**config.mk**
```make
export PLATFORM = sky130hd
export DESIGN_NAME = wormhole_port_allocator
export DESIGN_NICKNAME = d
export VERILOG_FILES = /design/src/rtl/noc_pkg.sv /design/src/rtl/rr_pick.sv /design/src/rtl/wormhole_port_allocator.sv
export SDC_FILE = /design/constraint.sdc
export NUM_CORES = 1
export LEC_CHECK = 0
export BUFFER_PORTS_ARGS = -buffer_cell sky130_fd_sc_hd__buf_2
export CAP_MARGIN = 20
export CORE_AREA = 4 4 142 103
export DETAILED_ROUTE_END_ITERATION = 6
export DIE_AREA = 0 0 146 107
export SLEW_MARGIN = 20
export SYNTH_ARGS = -nofsm -noshare
export SYNTH_HDL_FRONTEND = slang
export SYNTH_SLANG_ARGS = --single-unit
export TNS_END_PERCENT = 30
```
**constraint.sdc**
```tcl
create_clock -name clk -period 9.8 [get_ports clk]
set_clock_uncertainty 0.1 [all_clocks]
set_input_delay 1.96 -clock clk [delete_from_list [all_inputs] [get_ports clk]]
set_output_delay 1.96 -clock clk [all_outputs]
set_load 0.05 [all_outputs]
```
**src/rtl/noc_pkg.sv**
```systemverilog
// Shared NoC router definitions: port indices, flit-type codes and allocator states.
package noc_pkg;

  localparam int unsigned NPORTS = 5;

  localparam int unsigned PORT_L = 0;
  localparam int unsigned PORT_N = 1;
  localparam int unsigned PORT_E = 2;
  localparam int unsigned PORT_W = 3;
  localparam int unsigned PORT_S = 4;

  localparam logic [2:0] FLIT_HEAD = 3'b001;
  localparam logic [2:0] FLIT_BODY = 3'b010;
  localparam logic [2:0] FLIT_TAIL = 3'b100;

  typedef enum logic {
    IDLE = 1'b0,
    BUSY = 1'b1
  } state_e;

  // Port index reached by stepping 'step' places past 'base', wrapping over NPORTS.
  function automatic logic [2:0] port_wrap(input logic [2:0] base, input int unsigned step);
    int unsigned sum;
    sum = {29'd0, base} + step;
    return 3'(sum % NPORTS);
  endfunction

endpackage

```
**src/rtl/rr_pick.sv**
```systemverilog
// Combinational round-robin picker: first candidate found searching from i_ptr+1 with wrap.
module rr_pick
  import noc_pkg::*;
(
  input  logic [NPORTS-1:0] i_cand,
  input  logic [2:0]        i_ptr,
  output logic [NPORTS-1:0] o_win,
  output logic [2:0]        o_idx,
  output logic              o_valid
);

  logic [2:0] w_probe;

  always_comb begin
    o_win   = '0;
    o_idx   = '0;
    o_valid = 1'b0;
    w_probe = '0;
    for (int unsigned k = 1; k <= NPORTS; k++) begin
      w_probe = port_wrap(i_ptr, k);
      if (!o_valid && i_cand[w_probe]) begin
        o_win[w_probe] = 1'b1;
        o_idx          = w_probe;
        o_valid        = 1'b1;
      end
    end
  end

endmodule

```
**src/rtl/wormhole_port_allocator.sv**
```systemverilog
// Wormhole output-port allocator: round-robin packet admission, credit flow control and
// a stall watchdog that evicts an owner that stops sending.
module wormhole_port_allocator
  import noc_pkg::*;
#(
  parameter int unsigned CREDITS = 4,
  parameter int unsigned TO_W    = 12
) (
  input  logic                  clk,
  input  logic                  rst,
  input  logic [NPORTS-1:0]     req,
  input  logic [3*NPORTS-1:0]   flit_id,
  input  logic [TO_W-1:0]       timeout_len,
  input  logic                  credit_in,
  output logic [NPORTS-1:0]     grant,
  output logic [2:0]            xbar_sel,
  output logic                  fwd,
  output logic [3:0]            credits,
  output logic                  timeout_err
);

  localparam logic [3:0] CRED_MAX = 4'(CREDITS);

  state_e            r_state;
  logic [2:0]        r_rr_ptr;
  logic [TO_W-1:0]   r_wd;

  logic [NPORTS-1:0] w_head;
  logic [NPORTS-1:0] w_tail;
  logic [NPORTS-1:0] w_body;
  logic              w_unused_body;
  logic [NPORTS-1:0] w_win;
  logic [2:0]        w_win_idx;
  logic              w_win_valid;
  logic [TO_W-1:0]   w_wd_inc;
  logic              w_expire;
  logic              w_tail_fwd;

  always_comb begin
    w_head = '0;
    w_tail = '0;
    w_body = '0;
    for (int i = 0; i < int'(NPORTS); i++) begin
      w_head[i] = req[i] & |(flit_id[3*i +: 3] & FLIT_HEAD);
      w_tail[i] = |(flit_id[3*i +: 3] & FLIT_TAIL);
      w_body[i] = |(flit_id[3*i +: 3] & FLIT_BODY);
    end
  end

  // Body bits carry no control meaning for allocation.
  assign w_unused_body = ^w_body;

  rr_pick u_rr_pick (
    .i_cand  (w_head),
    .i_ptr   (r_rr_ptr),
    .o_win   (w_win),
    .o_idx   (w_win_idx),
    .o_valid (w_win_valid)
  );

  assign fwd        = (r_state == BUSY) && req[xbar_sel] && (credits != '0);
  assign w_tail_fwd = fwd && w_tail[xbar_sel];

  // Watchdog fires once the stall count including this cycle reaches timeout_len.
  assign w_wd_inc = (&r_wd) ? r_wd : r_wd + 1'b1;
  assign w_expire = (r_state == BUSY) && !fwd && (timeout_len != '0) &&
                    (w_wd_inc == timeout_len);

  always_ff @(posedge clk) begin
    if (rst) begin
      r_state     <= IDLE;
      grant       <= '0;
      xbar_sel    <= '0;
      credits     <= CRED_MAX;
      r_rr_ptr    <= 3'(PORT_S);
      r_wd        <= '0;
      timeout_err <= 1'b0;
    end else begin
      timeout_err <= 1'b0;

      if (fwd && !credit_in) begin
        credits <= credits - 4'd1;
      end else if (!fwd && credit_in && credits != CRED_MAX) begin
        credits <= credits + 4'd1;
      end

      case (r_state)
        IDLE: begin
          r_wd <= '0;
          if (w_win_valid) begin
            r_state  <= BUSY;
            grant    <= w_win;
            xbar_sel <= w_win_idx;
          end
        end
        BUSY: begin
          if (w_tail_fwd) begin
            r_state  <= IDLE;
            grant    <= '0;
            xbar_sel <= '0;
            r_rr_ptr <= xbar_sel;
            r_wd     <= '0;
          end else if (fwd) begin
            r_wd <= '0;
          end else if (w_expire) begin
            r_state     <= IDLE;
            grant       <= '0;
            xbar_sel    <= '0;
            r_rr_ptr    <= xbar_sel;
            r_wd        <= '0;
            timeout_err <= 1'b1;
          end else begin
            r_wd <= w_wd_inc;
          end
        end
      endcase
    end
  end

endmodule

```
## Yosys cells after proc, flatten, opt, wreduce, memory -nomap -nowiden

Index checks and enable logic that the tools add are counted.

- Word-level logic and storage cells: 144
- Bits in registers: 29
- Output and inout port bits: 14
- Bits of input ports: 35

- Order comparisons: 11
- Reductions and logical operators: 32
- Bitwise gates (word level): 10
- Mux-type cells: 65
- Add/subtract/negate cells: 8
- Div/mod/pow operators: 5
- Equality and inequality tests: 6

Operators with widths:

| kind | number |
|---|---|
| modulo 32 x 3 -> 32 bit, second input constant | 5 |
| 2-to-1 mux 12 bit | 4 |
| 2-to-1 mux 5 bit | 9 |
| 2-to-1 mux 3 bit | 12 |
| < comparator 3 x 4 -> 1 bit, second input constant | 6 |
| case mux 12 bit (2 select lines) | 1 |
| 2-to-1 mux 1 bit | 22 |
| binary-select mux 1 bit (select 3 bit) | 7 |
| OR 5 bit | 4 |
| logical AND 1 bit | 18 |
| demux 1 bit (select 3 bit) | 5 |
| greater-or-equal comparator 3 x 1 -> 1 bit, second input constant | 5 |
| adder 12 x 1 -> 12 bit, second input constant | 1 |
| == test 12 bit | 1 |
| AND reduction 12 bit | 1 |
| nonzero test 12 bit | 1 |
| case mux 5 bit (2 select lines) | 1 |
| adder 3 x 2 -> 4 bit, second input constant | 2 |
| adder 3 x 3 -> 4 bit, second input constant | 2 |
| 2-to-1 mux 4 bit | 2 |
| zero test 1 bit | 6 |
| case mux 3 bit (2 select lines) | 1 |
| AND reduction 3 bit | 2 |
| bitwise AND 1 bit | 5 |
| other kinds (12) | 14 |

## Logic depth before layout (Yosys ltp)

Gate-level depths: netlist (run 1).

- Depth in word-level cells: 19
- Gate-level depth with buffers: 24
- Mapped depth without buffers: 19

## Cells and area by module

A second synthesis (run 1) with hierarchy kept.

- Cell total of the unflattened synthesis: 547
- Area total of the unflattened synthesis: 4,206.5 um2

By module, submodules not included:

| module | area each (um2) | instances | seq. area each (um2) | cells an instance |
|---|---|---|---|---|
| wormhole_port_allocator | 2,128.3 | 1 | 580.6 | 261 |
| rr_pick | 2,078.2 | 1 | 0.0 | 286 |

## Least setup slack after synthesis (run 1)

No wires, ideal clock.

- Path type: register to register
- From: reg r_rr_ptr[0]
- To: reg xbar_sel[1]
- Arrival: 5.274 ns
- Buffers on the path: 5
- Period minus slack after synthesis: 5.492 ns
- Library setup time: 0.117 ns
- Cell stages (with the launch flop): 25
- Path slack: 4.308 ns
- Required time: 9.583 ns
- Path through: dfxtp_1 > buf_2 > buf_2 > buf_1 > inv_1 > ha_1 > buf_2 > inv_1 > ha_1 > nor2_1 > a21oi_2 > xnor2_1 > inv_1 > ha_1 > nor2b_1 > o21a_1 > a31oi_4 > mux2i_2 > mux2_4 > o211a_4 > o21ai_4 > nor4b_2 > o21ba_1 > buf_6 > a32o_1

- Longest elaborated chain between the ends: 19
- Elaborated cells on any way between the ends: 42
- Those cells by class: add/sub: 5; div: 5; eq/ne: 1; mux: 22; reduce/logical: 9

RTL lines:

| what | line | text |
|---|---|---|
| from (decl) | wormhole_port_allocator.sv:25 | `logic [2:0] r_rr_ptr;` |
| from (signal assigned) | wormhole_port_allocator.sv:75 | `r_rr_ptr <= 3'(PORT_S);` |
| from (signal assigned) | wormhole_port_allocator.sv:101 | `r_rr_ptr <= xbar_sel;` |
| from (signal assigned) | wormhole_port_allocator.sv:109 | `r_rr_ptr <= xbar_sel;` |
| adder 3 x 1 -> 4 bit | noc_pkg.sv:24 | `sum = {29'd0, base} + step;` |
| modulo 32 x 3 -> 32 bit | noc_pkg.sv:25 | `return 3'(sum % NPORTS);` |
| binary-select mux 1 bit (select 3 bit) | rr_pick.sv:21 | `if (!o_valid && i_cand[w_probe]) begin` |
| 2-to-1 mux 1 bit (not written as such) | rr_pick.sv:21 |  |
| 2-to-1 mux 1 bit | rr_pick.sv:21 |  |
| zero test 1 bit | rr_pick.sv:21 |  |
| logical AND 1 bit | rr_pick.sv:21 |  |
| 2-to-1 mux 1 bit | rr_pick.sv:21 |  |
| [3 not listed] | -- |  |
| zero test 1 bit | rr_pick.sv:21 |  |
| logical AND 1 bit | rr_pick.sv:21 |  |
| 2-to-1 mux 1 bit | rr_pick.sv:21 |  |
| zero test 1 bit | rr_pick.sv:21 |  |
| logical AND 1 bit | rr_pick.sv:21 |  |
| 2-to-1 mux 3 bit / 2-to-1 mux 1 bit (equally long branches) | rr_pick.sv:21 |  |
| 2-to-1 mux 3 bit / != test 2 x 1 -> 1 bit (equally long branches) | -- |  |
| case mux 3 bit (2 select lines) / AND reduction 3 bit (equally long branches) | -- |  |
| to (signal assigned) | wormhole_port_allocator.sv:93 | `xbar_sel <= w_win_idx;` |
| to (decl) | wormhole_port_allocator.sv:16 | `output logic [2:0] xbar_sel,` |

Several ways; a longest one is shown, not always the timed one. The select of a mux whose other input is x is not followed.
A chain may end at the register's enable or synchronous reset.

## Worst setup path after layout (run 1)

- From: reg r_rr_ptr[1]
- To: reg xbar_sel[2]

The elaborated chain is that of the path after synthesis.

==> flow_metrics.env, run 1 <==
export IMPL_clock_sinks=29
export IMPL_ios=49
export IMPL_syn_nets=579
export IMPL_cp_max_fo=17
export IMPL_ys_async_sr_fraction=0
export IMPL_grt_pass1_vias=3671
export IMPL_fillers=1354
export IMPL_wl_per_cell_um=16.37
export IMPL_cts_resized=0
export IMPL_startpoint_type="register"
export IMPL_num_rows=35
export IMPL_hold_depth=1
export IMPL_tightest_slew_ns=0.8694
export IMPL_slowest_delay_ns=0.83
export IMPL_cts_root_buf="clkbuf_16"
export IMPL_setup_violations_final=0
export IMPL_path_buf_inv=3
export IMPL_yosysSeqAreaShare=0.1480
export IMPL_grt_pass1_wl_um=18310
export IMPL_drive_gt1_frac=0.1565
export IMPL_hp_start="grant[4]$_SDFFE_PP0P_"
export IMPL_min_to="grant[4]$_SDFFE_PP0P_"
export IMPL_area_growth_pct=12.18
export IMPL_cts_tree="yes"
export IMPL_crit_family="compound AO/OA/AOI/OAI gates"
export IMPL_grt_usage=0.1388
export IMPL_num_vias=4056
export IMPL_clockBufferDepth=2
export IMPL_slew_headroom=0.4179
export IMPL_path_common_cell="ha_1"
export IMPL_intPower_uw=473.1
export IMPL_rr_startpoint="r_rr_ptr[1]$_SDFFE_PP0P_"
export IMPL_worstPathRequired_ns=9.86
export IMPL_path_cells="clkinv_1 > ha_1 > inv_1 > ha_1 > nor2_1 > a21oi_2 > xnor2_1 > inv_1 > ha_1 > nor2b_1 > o21a_1 > a31oi_4 > mux2i_2 > mux2_4 > o211a_4 > o21ai_4 > nor3_1 > o31ai_1 > a21bo_1"
export IMPL_drtIter0Drc=505
export IMPL_dp_hpwl_um=8974
export IMPL_p_leak_uw=0.001773
export IMPL_grt_max_degree=31
export IMPL_drc=0
export IMPL_status="completed"
export IMPL_postCtsHoldBufs=0
export IMPL_synth_area_leader_cell="dfxtp_1"
export IMPL_swShare=0.5027
export IMPL_synth_area_mm2=0.003924
export IMPL_syn_avg_cell_area_um2=7.604
export IMPL_drv_cap=0
export IMPL_place_gp_congestion=0.8991
export IMPL_antenna_cells=0
export IMPL_postSynthCellCount=516
export IMPL_io_buffers=43
export IMPL_power_switching_uw=478.3
export IMPL_fin_crit_sh=0.6242
export IMPL_htree_levels=2
export IMPL_ant_nets=0
export IMPL_nNetsFinal=605
export IMPL_start_util=0.2997
export IMPL_combPwrFrac=0.644
export IMPL_synthTopCellsByArea="dfxtp_1 15%, ha_1 8.6%, nor2_1 5.3%, mux2i_1 4.3%, xnor2_1 3.8%"
export IMPL_yosys_most_used_dff="dfxtp_1"
export IMPL_synth_edff_count=0
export IMPL_drtPass1Iterations=6
export IMPL_hold_violations=0
export IMPL_worstSetupPathType="reg -> reg"
export IMPL_min_delay_path_class="reg -> reg"
export IMPL_powerDensity_mw_per_mm2=216.1
export IMPL_cts_setup_buffers=0
export IMPL_end_kind="register"
export IMPL_power_share_sequential=0.191
export IMPL_wirelength_um=11610
export IMPL_cpMaxStageDelayCell="ha_1"
export IMPL_clk_pin_slew_ns=0.05
export IMPL_min_period_ns=6.117
export IMPL_cts_buffers=5
export IMPL_fin_tns_setup_ns=0
export IMPL_antenna_found_initial=0
export IMPL_maxSlewViolCount=0
export IMPL_ys_warn_count=0
export IMPL_grt_overflow=0
export IMPL_worstPathArrival_ns=6.18
export IMPL_r2r_end="xbar_sel[2]$_SDFFE_PP0P_"
export IMPL_dieArea_mm2=0.01562
export IMPL_reg2reg_depth=19
export IMPL_synth_distinct_cells=89
export IMPL_die_x_um=146
export IMPL_synth_top_area_frac=0.1480
export IMPL_ys_ff_latch=29
export IMPL_fmax_ghz=0.1635
export IMPL_routed_via_density=5.721
export IMPL_utilization=0.3362
export IMPL_grt_setup_unrepaired="false"
export IMPL_die_height_um=107
export IMPL_core_mm2=0.01309
export IMPL_ir_worst_vdd_uv=72.13
export IMPL_clockPowerShare=0.165
export IMPL_clk_latency_ns=0.27
export IMPL_r2r_setup_slack_ns=3.68
## power groups by stage
stage | clock (µW) | combinational (µW) | sequential [µW]
2_1_floorplan | 0 | 433 | 223
3_3_place_gp | 0 | 584 | 183
3_5_place_dp | 0 | 601 | 184
4_1_cts | 160 | 605 | 183
5_1_grt | 166 | 667 | 187
6_report | 157 | 613 | 181
## synth_stat cells, types with 14 or more instances
master / n
nor2_1: 55
mux2i_1: 17
inv_1: 24
o21ai_0: 22
ha_1: 27
nand2_1: 33
nor3_1: 17
clkbuf_1: 14
a21oi_1: 24
xnor2_1: 17
nand3_1: 14
dfxtp_1: 29
## logic make-up after synthesis
family | Yosys count | synth area share
simple gates | 202 | 0.2698
xor+xnor | 30 | 0.07270
flops | 29 | 0.1480
fa+ha+maj | 28 | 0.09120
buf+inv | 53 | 0.05580
mux | 24 | 0.07174
compound gates | 150 | 0.2908
## sequential cells by signal, indices dropped and copies added (netlist names)
register     cells
grant            5
xbar_sel         3
r_rr_ptr         3
r_state          1
r_wd            12
timeout_err      1
credits          4
## final cells by class
cell class / instances / area [µm²] / area share
Tap cell: 166 / 207.7 / 0.04719
Multi-Input combinational cell: 434 / 3124 / 0.7098
Sequential cell: 29 / 580.6 / 0.1319
Clock inverter: 1 / 5.005 / 0.001137
Timing Repair Buffer: 45 / 230.2 / 0.05230
Inverter: 27 / 101.3 / 0.02302
Clock buffer: 7 / 152.6 / 0.03468
## routing by layer
metal | wire length, µm | vias up | global-route usage
met3 | 858 | 9 | 0.02070
met5 | 0 | - | 0
met4 | 106 | 0 | 0.02349
met2 | 4948 | 167 | 0.2146
li1 | - | 1990 | -
met1 | 5693 | 1890 | 0.2064
## cells in the final DEF (no fill, tap or decap), types with 9 or more instances in the layout
cell type / instances
xor2_1: 10
nand2_1: 33
and3_1: 9
dfxtp_1: 29
ha_1: 27
nor2_1: 55
buf_2: 43
a211oi_1: 10
inv_1: 24
nand3_1: 14
nand2b_1: 11
nor2b_1: 11
mux2i_1: 17
nor3_1: 17
a21oi_1: 24
o21ai_0: 22
xnor2_1: 17
nor4_1: 11
## through the flow
step	hold slack, ns	setup slack (ns)	total power, µW	std cells	area (µm²)
floorplan	0.4176	4.308	655.5	516	3924
global route	0.3812	3.191	1019	709	4402
CTS	0.3629	3.702	947.4	709	4402
global placement	0.3383	3.887	767.0	701	4244
finish	0.3578	3.683	951.4	709	4402
detailed placement	0.3464	3.719	785.1	701	4244
## how the worst max path moves through the flow
stage / endpoint / slack (ns) / depth (start not counted) / startpoint
6_report: xbar_sel[2]$_SDFFE_PP0P_ / 3.68 / 19 / r_rr_ptr[1]$_SDFFE_PP0P_
5_1_grt: xbar_sel[0]$_SDFFE_PP0P_ / 3.19 / 19 / r_rr_ptr[1]$_SDFFE_PP0P_
4_1_cts: xbar_sel[1]$_SDFFE_PP0P_ / 3.70 / 19 / r_rr_ptr[1]$_SDFFE_PP0P_
3_5_place_dp: xbar_sel[1]$_SDFFE_PP0P_ / 3.72 / 19 / r_rr_ptr[1]$_SDFFE_PP0P_
3_3_place_gp: xbar_sel[1]$_SDFFE_PP0P_ / 3.89 / 19 / r_rr_ptr[1]$_SDFFE_PP0P_
2_1_floorplan: xbar_sel[1]$_SDFFE_PP0P_ / 4.31 / 24 / r_rr_ptr[0]$_SDFFE_PP0P_
(Power assumes the default switching activity.)
==> run 2, diff against run 1 <==
==> constraint.sdc (replaced) <==
create_clock -name clk -period 5.9 [get_ports clk]
set_clock_uncertainty 0.1 [all_clocks]
set_input_delay 1.18 -clock clk [delete_from_list [all_inputs] [get_ports clk]]
set_output_delay 1.18 -clock clk [all_outputs]
set_load 0.05 [all_outputs]
==> run 2 against run 1 <==
Largest power group unchanged. Critical endpoint is now xbar_sel[1]$_SDFFE_PP0P_. First-iteration DRC count shrank 8.9%. Final area rose by 1.2%. Sequential cell count did not move. Combinational power up 68%.
==> flow_metrics.env, run 2 (synthesis gave the netlist of run 1 again) <==
export IMPL_status="completed"
export IMPL_maxSlewViolCount=0
export IMPL_r2r_end="xbar_sel[1]$_SDFFE_PP0P_"
export IMPL_drc=0
export IMPL_grt_setup_unrepaired="false"
export IMPL_antenna_found_initial=0
export IMPL_path_cells="ha_1 > xnor2_2 > inv_2 > ha_1 > o31ai_1 > o31ai_2 > xnor2_1 > ha_1 > nor2b_1 > nor2b_1 > a211oi_4 > mux2_4 > or3_1 > o31ai_1 > o22ai_2 > nor4b_2 > o21ba_1 > a32o_1"
export IMPL_clock_sinks=29
export IMPL_hp_start="grant[4]$_SDFFE_PP0P_"
export IMPL_cpMaxStageDelayCell="dfxtp_1"
export IMPL_r2r_setup_slack_ns=0.47
export IMPL_tightest_slew_ns=0.8974
export IMPL_ir_worst_vdd_uv=136.0
export IMPL_grt_max_degree=24
export IMPL_ios=49
export IMPL_worstSetupPathType="reg -> reg"
export IMPL_ant_nets=0
export IMPL_biggestRegsByFlops="r_wd x12, grant x5, credits x4"
export IMPL_io_buffers=43
export IMPL_postCtsHoldBufs=0
export IMPL_dp_hpwl_um=9180
export IMPL_cts_setup_buffers=0
export IMPL_use_met3=0.02155
export IMPL_worstPathRequired_ns=5.96
export IMPL_area_growth_pct=13.52
export IMPL_drive_gt1_frac=0.1673
export IMPL_drtIter0Drc=460
export IMPL_path_buf_inv=1
export IMPL_met2_usage=0.2133
export IMPL_p_leak_uw=0.001806
export IMPL_top_register="r_wd"
export IMPL_worstSetupEndpoint="xbar_sel[1]$_SDFFE_PP0P_"
export IMPL_antenna_cells=0
export IMPL_min_period_ns=5.426
export IMPL_start_util=0.2997
export IMPL_wl_per_cell_um=16.01
export IMPL_crit_family="compound AO/OA/AOI/OAI gates"
export IMPL_fin_crit_sh=0.9196
export IMPL_path_common_cell="ha_1"
export IMPL_min_delay_path_class="reg -> reg"
export IMPL_crit_path_start="r_rr_ptr[0]$_SDFFE_PP0P_"
export IMPL_routed_via_density=5.638
export IMPL_grt_pass1_wl_um=18550
export IMPL_die_x_um=146
export IMPL_final_common_cell="nor2_1"
export IMPL_fillers=1372
export IMPL_dieArea_mm2=0.01562
export IMPL_worstPathArrival_ns=5.49
export IMPL_core_mm2=0.01309
export IMPL_drtPass1Iterations=7
export IMPL_busiest_layer="met2"
export IMPL_clockBufferDepth=2
export IMPL_cts_resized=0
export IMPL_reg2reg_depth=18
export IMPL_grt_usage=0.1415
export IMPL_end_kind="register"
export IMPL_setup_violations_final=0
export IMPL_slowest_delay_ns=0.51
export IMPL_num_vias=4037
export IMPL_mostFrequentLayoutCells="55 x nor2_1, 43 x buf_2, 33 x nand2_1"
export IMPL_hold_violations=0
export IMPL_cp_max_fo=10
export IMPL_cts_buffers=5
export IMPL_num_rows=35
export IMPL_use_met1=0.2089
export IMPL_nNetsFinal=612
export IMPL_grt_pass1_vias=3690
export IMPL_htree_levels=2
export IMPL_rr_startpoint="r_rr_ptr[0]$_SDFFE_PP0P_"
export IMPL_wirelength_um=11460
export IMPL_clk_latency_ns=0.27
export IMPL_utilization=0.3402
export IMPL_startpoint_type="register"
export IMPL_die_height_um=107
export IMPL_worst_path_stages=18
export IMPL_powerDensity_mw_per_mm2=355.4
export IMPL_cts_root_buf="clkbuf_16"
export IMPL_place_gp_congestion=0.9248
export IMPL_clk_pin_slew_ns=0.05
export IMPL_slew_headroom=0.3991
export IMPL_fin_tns_setup_ns=0
export IMPL_cts_tree="yes"
export IMPL_grt_overflow=0
export IMPL_largest_reg_flops=12
export IMPL_fmax_ghz=0.1843
export IMPL_drv_cap=0
==> run 2: cell type report <==
class                           instances  area [µm²]  area share
Multi-Input combinational cell        434        3124      0.7014
Sequential cell                        29       580.6      0.1303
Timing Repair Buffer                   52       282.8     0.06348
Tap cell                              166       207.7     0.04663
Clock buffer                            7       152.6     0.03427
Inverter                               27       101.3     0.02275
Clock inverter                          1       5.005    0.001124
==> run 2: worst min-delay path by stage <==
stage | end | slack, ns | depth (start not counted)
6_report | grant[4]$_SDFFE_PP0P_ | 0.35 | 1
5_1_grt | grant[0]$_SDFFE_PP0P_ | 0.38 | 1
4_1_cts | grant[4]$_SDFFE_PP0P_ | 0.36 | 1
3_5_place_dp | grant[4]$_SDFFE_PP0P_ | 0.35 | 1
3_3_place_gp | grant[4]$_SDFFE_PP0P_ | 0.34 | 1
2_1_floorplan | r_wd[9]$_SDFF_PP0_ | 0.42 | 2
==> run 2: report_power, final <==
part / internal [µW] / switching, µW
Sequential: 234 / 61.0
Clock: 178 / 83.6
Combinational: 380 / 647
==> run 2: worst register-to-register path: cells and delay by family, from the launching register on <==
family	cells	cell delay (ns)
DFF	1	0.51
muxes	1	0.39
xor gates and xnor gates	2	0.63
AOI/OAI and AO/OA	7	1.64
buffers and inverters	1	0.17
adders and majority gates	3	1.00
and+or+nand+nor	4	0.88
==> run 2: stage by stage <==
stage	hold WS [ns]	total power (µW)	area (µm²)	setup slack (ns)	instances
after floorplan	0.4176	1089	3924	0.4084	516
after global placement	0.3351	1286	4297	0.6630	708
after detailed placement	0.3478	1311	4297	0.5415	708
after CTS	0.3592	1577	4454	0.5331	716
after global routing	0.3816	1701	4454	0.1732	716
final	0.3507	1583	4454	0.4742	716
==> run 2: layer usage <==
layer	wire length [µm]	vias to the layer above
li1	-	1999
met1	5900	1873
met2	4757	145
met3	635	20
met4	171	0
met5	0	-
